$ cat config.mk
export PLATFORM = sky130hd
export DESIGN_NAME = urp_pcie_rr_arbiter
export DESIGN_NICKNAME = d
export VERILOG_FILES = /design/src/rtl/urp_pcie_rr_arbiter.sv
export SDC_FILE = /design/constraint.sdc
export NUM_CORES = 1
export LEC_CHECK = 0
export BUFFER_PORTS_ARGS = -buffer_cell sky130_fd_sc_hd__buf_2
export CORE_AREA = 2 2 438 440
export DETAILED_ROUTE_END_ITERATION = 10
export DIE_AREA = 0 0 440 442
export MAX_ROUTING_LAYER = met4
export PLACE_DENSITY_LB_ADDON = 0.08
export SYNTH_ARGS = -nofsm -noshare
export SYNTH_HDL_FRONTEND = slang
export SYNTH_SLANG_ARGS = --single-unit
$ cat constraint.sdc
create_clock -name clk -period 6.44 [get_ports clk]
set_input_delay 0.322 -clock clk [delete_from_list [all_inputs] [get_ports clk]]
set_output_delay 0.322 -clock clk [all_outputs]
set_load 0.01 [all_outputs]
$ cat src/rtl/urp_pcie_rr_arbiter.sv
// -----------------------------------------------------------------------------
// urp_pcie_rr_arbiter
//
// N-way round-robin arbiter that merges N_MASTER valid/ready beat streams into
// one registered destination stream. With LOCK_PKT=1 a master that starts a
// packet keeps the grant until it delivers a beat flagged last; with
// LOCK_PKT=0 every beat is arbitrated on its own.
//
// Ports:
//   clk          sole clock, rising edge
//   rst          synchronous active-high reset
//   src_valid_i  per-master beat valid               [N_MASTER]
//   src_ready_o  per-master accept, one-hot or zero   [N_MASTER]
//   src_data_i   packed per-master beats, master i at [i*DATA_SIZE +: DATA_SIZE]
//   src_last_i   per-master end-of-packet flag       [N_MASTER]
//   dst_valid_o  registered output valid
//   dst_ready_i  downstream accept
//   dst_data_o   registered output beat               [DATA_SIZE]
//   dst_last_o   registered output last flag
//   dst_id_o     index of the master that sourced the output beat [ID_W]
// -----------------------------------------------------------------------------
module urp_pcie_rr_arbiter #(
    parameter int N_MASTER  = 4,
    parameter int DATA_SIZE = 224,
    parameter int LOCK_PKT  = 1,
    localparam int ID_W     = (N_MASTER > 1) ? $clog2(N_MASTER) : 1
) (
    input  logic                          clk,
    input  logic                          rst,
    input  logic [N_MASTER-1:0]           src_valid_i,
    output logic [N_MASTER-1:0]           src_ready_o,
    input  logic [N_MASTER*DATA_SIZE-1:0] src_data_i,
    input  logic [N_MASTER-1:0]           src_last_i,
    output logic                          dst_valid_o,
    input  logic                          dst_ready_i,
    output logic [DATA_SIZE-1:0]          dst_data_o,
    output logic                          dst_last_o,
    output logic [ID_W-1:0]               dst_id_o
);

    localparam logic [ID_W-1:0] LAST_ID  = ID_W'(N_MASTER - 1);
    localparam logic [ID_W:0]   N_WIDE   = (ID_W + 1)'(N_MASTER);

    // Arbitration state
    logic [ID_W-1:0]      rr_ptr_reg;
    logic                 locked_reg;
    logic [ID_W-1:0]      lock_id_reg;

    // Output register
    logic                 dst_valid_reg;
    logic [DATA_SIZE-1:0] dst_data_reg;
    logic                 dst_last_reg;
    logic [ID_W-1:0]      dst_id_reg;

    // Combinational grant
    logic                 out_free;
    logic                 grant_found;
    logic [ID_W-1:0]      grant_id;
    logic                 accept;
    logic [ID_W:0]        scan_idx;
    logic [DATA_SIZE-1:0] src_data_arr [N_MASTER];

    // Unpack the flat data bus into an array so the grant can index it.
    generate
        for (genvar gi = 0; gi < N_MASTER; gi++) begin : g_unpack
            assign src_data_arr[gi] = src_data_i[gi*DATA_SIZE +: DATA_SIZE];
        end
    endgenerate

    // The output slot can take a new beat if it is empty or draining this cycle.
    assign out_free = !dst_valid_reg || dst_ready_i;

    always_comb begin
        grant_found = 1'b0;
        grant_id    = '0;
        scan_idx    = '0;
        if (LOCK_PKT != 0 && locked_reg) begin
            // Mid-packet: only the lock owner may proceed, even if it stalls.
            grant_found = src_valid_i[lock_id_reg];
            grant_id    = lock_id_reg;
        end else begin
            // Scan from the farthest offset back to rr_ptr so the nearest valid
            // master (in rotation order) is the last one written and wins.
            for (int k = N_MASTER - 1; k >= 0; k--) begin
                scan_idx = {1'b0, rr_ptr_reg} + (ID_W + 1)'(k);
                if (scan_idx >= N_WIDE) begin
                    scan_idx = scan_idx - N_WIDE;
                end
                if (src_valid_i[scan_idx[ID_W-1:0]]) begin
                    grant_found = 1'b1;
                    grant_id    = scan_idx[ID_W-1:0];
                end
            end
        end
    end

    assign accept = out_free && grant_found;

    always_comb begin
        src_ready_o = '0;
        if (accept) begin
            src_ready_o[grant_id] = 1'b1;
        end
    end

    always_ff @(posedge clk) begin
        if (rst) begin
            rr_ptr_reg    <= '0;
            locked_reg    <= 1'b0;
            lock_id_reg   <= '0;
            dst_valid_reg <= 1'b0;
            dst_data_reg  <= '0;
            dst_last_reg  <= 1'b0;
            dst_id_reg    <= '0;
        end else begin
            // When the slot is busy and stalled, every output field holds.
            if (out_free) begin
                dst_valid_reg <= accept;
                if (accept) begin
                    dst_data_reg <= src_data_arr[grant_id];
                    dst_last_reg <= src_last_i[grant_id];
                    dst_id_reg   <= grant_id;
                end
            end

            if (accept) begin
                if (LOCK_PKT != 0) begin
                    locked_reg <= !src_last_i[grant_id];
                    if (!src_last_i[grant_id]) begin
                        lock_id_reg <= grant_id;
                    end
                end
                // Advance past the winner only when its packet is finished,
                // so the rotation is per packet rather than per beat.
                if (LOCK_PKT == 0 || src_last_i[grant_id]) begin
                    rr_ptr_reg <= (grant_id == LAST_ID) ? '0 : grant_id + 1'b1;
                end
            end
        end
    end

    assign dst_valid_o = dst_valid_reg;
    assign dst_data_o  = dst_data_reg;
    assign dst_last_o  = dst_last_reg;
    assign dst_id_o    = dst_id_reg;

endmodule

==> out/results.tsv <==
metric	value	unit
cp-startpoint	rr_ptr_reg[1]	
path_class	reg -> out	
fin_crit_sh	0.589	
setup_viol	0	
clk_pin_slew	0.06	ns
crit_required	6.12	ns
grt_max_degree	136	
ys_async_sr_fraction	0	
syn_avg_cell_area	10.1	µm²
yosysUniqueCellTypes	40	
design.core.area	190000	µm²
leakagePower	11.2	nW
finalHoldViolCount	0	
synth_edf_count	0	
grt_pass1_vias	17300	
yosys_warnings	0	
std_cell_rows	160	
wl_per_cell	21.2	µm
drt_wl_total	108000	µm
track_usage	0.108	
initial_core_util	0.0773	
ioPinCount	1139	
layout-drive-gt1-share	0.621	
critPathSlowestCell	nand2_8	
worst-path-buf-inv	2	
die_w	440	µm
area_delta_synth_final	66.2	%
overflow	0	
crit_fanout	104	
ctsHtreeMaxLevel	2	
multi_input_area	9150	µm²
clock_latency	0.60	ns
clock_skew	0.0393	ns
startpoint_type	flip-flop	
crit_chain	a21boi_0 > a211oi_1 > o221ai_2 > nand2_8 > buf_12 > ha_1 > and3_1 > buf_2	
nets	3427	
cts_buffers	40	
peakVddDrop	0.359	mV
cts_sinks	233	
io_buffer_count	1138	
drc	0	
synthesis.area	14600	µm²
synth_top_area_share	0.318	
gp_congestion	0.838	
clock.fmax	0.264	GHz
vias_per_cell	3.21	
antenna_found_initial	29	
synthCells	1456	
min_period	3.79	ns
netSwitchingFraction	0.428	
reg2reg_from	rr_ptr_reg[1]	
yosysTopAreaCell	dfxtp_1	
seq_area_frac_synth	0.318	
critPathMaxStageDelay	0.63	ns
largest_register_ffs	224	
num_vias	16300	
die_h	442	µm
slew_viol_final	0	
drtPass1Iterations	5	
final_antenna_net_count	0	
clock_path_buffers	3	
crit_family	simple AND/OR/NAND/NOR gates	
hp-class	in -> reg	
pwr-share-clk	0.212	
grt_pass1_wl	143000	µm
p_per_area	430	nW/µm²
synth-seq-cells	233	
cts_tree	done	
stdcell_count	5072	
p_switching	0.00448	W
drtIter0Drc	954	
power_frac_seq	0.227	
max_slew_margin	0.314	
min-delay-start	src_data_i[892]	
hpwl	85000	µm
comb_power_share	0.561	
maxCapViolCount	0	
arrival	3.47	ns
internal_power	0.00599	W
worst_pin_slew	1.03	ns
setup_tns	0	ns
dieArea	194000	µm²
dp.cells	4977	
fill_cells	21900	
rsz0062_at_grt	false	
root_buffer	clkbuf_16	
status	completed	
seqCellArea	4660	µm²
endpoint_kind	primary output	
synth_ff_type	dfxtp_1	
synthTopCellsByArea	dfxtp_1 (32%), mux2_2 (27%), mux2i_1 (14%), a222oi_1 (8.3%), nand3_1 (3.5%)	
syn-num-nets	2367	
==> cell usage in the layout (no fill, tap or decap), drive strengths merged, types with 15 or more instances in the layout <==
cell    instances
nor2          129
a222oi        121
clkbuf         62
mux2i         211
nand3         103
dfxtp         233
diode          15
o21ai         107
mux2          347
buf          1160
==> power groups by stage <==
| stage | Clock, W | Sequential, W | Combinational (W) |
|---|---|---|---|
| after floorplan | 0 | 0.00262 | 0.00360 |
| after global placement | 0 | 0.00243 | 0.00613 |
| after detailed placement | 0 | 0.00241 | 0.00607 |
| after CTS | 0.00241 | 0.00239 | 0.00609 |
| after global routing | 0.00243 | 0.00246 | 0.00637 |
| final | 0.00222 | 0.00238 | 0.00587 |
==> area by class of cell <==
class | count | share of cell area
multi-input combinational | 1065 | 0.376
timing repair buffer | 1168 | 0.247
sequential | 233 | 0.192
tap | 2511 | 0.129
clock buffer | 62 | 0.0516
clock inverter | 10 | 0.00267
antenna | 15 | 0.00154
inverter | 8 | 0.00134
==> final timing paths <==
check | endpoint | slack, ns | depth (start not counted)
min | dst_data_o[220] | 0.08 | 4
min reg2reg | dst_data_o[33] | 0.45 | 2
max reg2reg | dst_data_o[163] | 2.82 | 8
max | src_ready_o[2] | 2.65 | 8
==> Yosys cell counts, types with 2 or more instances <==
master      n
buf_6      10
a21oi_1     7
clkbuf_2    7
nor2_1    129
buf_4       5
nand2b_1    3
mux2_2    347
mux2i_1   211
a222oi_1  121
o21ai_0     5
and2_1      2
buf_2      44
nand2_1    10
nand3_1   103
buf_1       8
ha_1        4
o21ai_1   102
and3_1      4
inv_1       8
buf_8      11
clkbuf_1   64
dfxtp_1   233
==> kinds of logic after synthesis <==
family	after synthesis	share of synthesized area
multiplexers	558	0.411
AO/OA/AOI/OAI	247	0.129
AND/OR/NAND/NOR	256	0.0770
buffers and inverters	158	0.0608
flip-flops	233	0.318
adder cells (fa/ha/maj)	4	0.00342
==> repair_timing <==
item | 4_1_cts | 5_1_grt
hold buffers | 8 | 0
endpoints found under the setup margin | 0 | 0
setup buffers | 0 | 0
gates resized for setup | 0 | 0
hold endpoints to repair | 6 | 0
==> stage by stage <==
step / instance area, µm² / hold slack, ns / setup WS, ns / util / total power (W)
3_5_place_dp: 22900 / 0.445 / 2.77 / 0.121 / 0.00847
6_report: 24400 / 0.0840 / 2.65 / 0.128 / 0.0105
3_3_place_gp: 22900 / 0.444 / 2.66 / 0.121 / 0.00856
5_1_grt: 24300 / 0.0487 / 2.27 / 0.128 / 0.0113
2_1_floorplan: 14600 / 0.474 / 4.31 / - / 0.00622
4_1_cts: 24300 / 0.000695 / 2.37 / 0.128 / 0.0109
==> metal layers <==
metal | share of wire | GRT usage | vias up
li1 | - | - | 7728
met1 | 0.41 | 0.123 | 7832
met2 | 0.51 | 0.191 | 619
met3 | 0.064 | 0.0278 | 83
met4 | 0.014 | 0.0195 | 0
met5 | 0 | - | -
==> worst min-delay path, stage by stage <==
cell	delay [ns]
buf_2	0.07
mux2_2	0.13
a222oi_1	0.05
nor2_1	0.08
No activity file was read; power rests on OpenSTA's default activity.
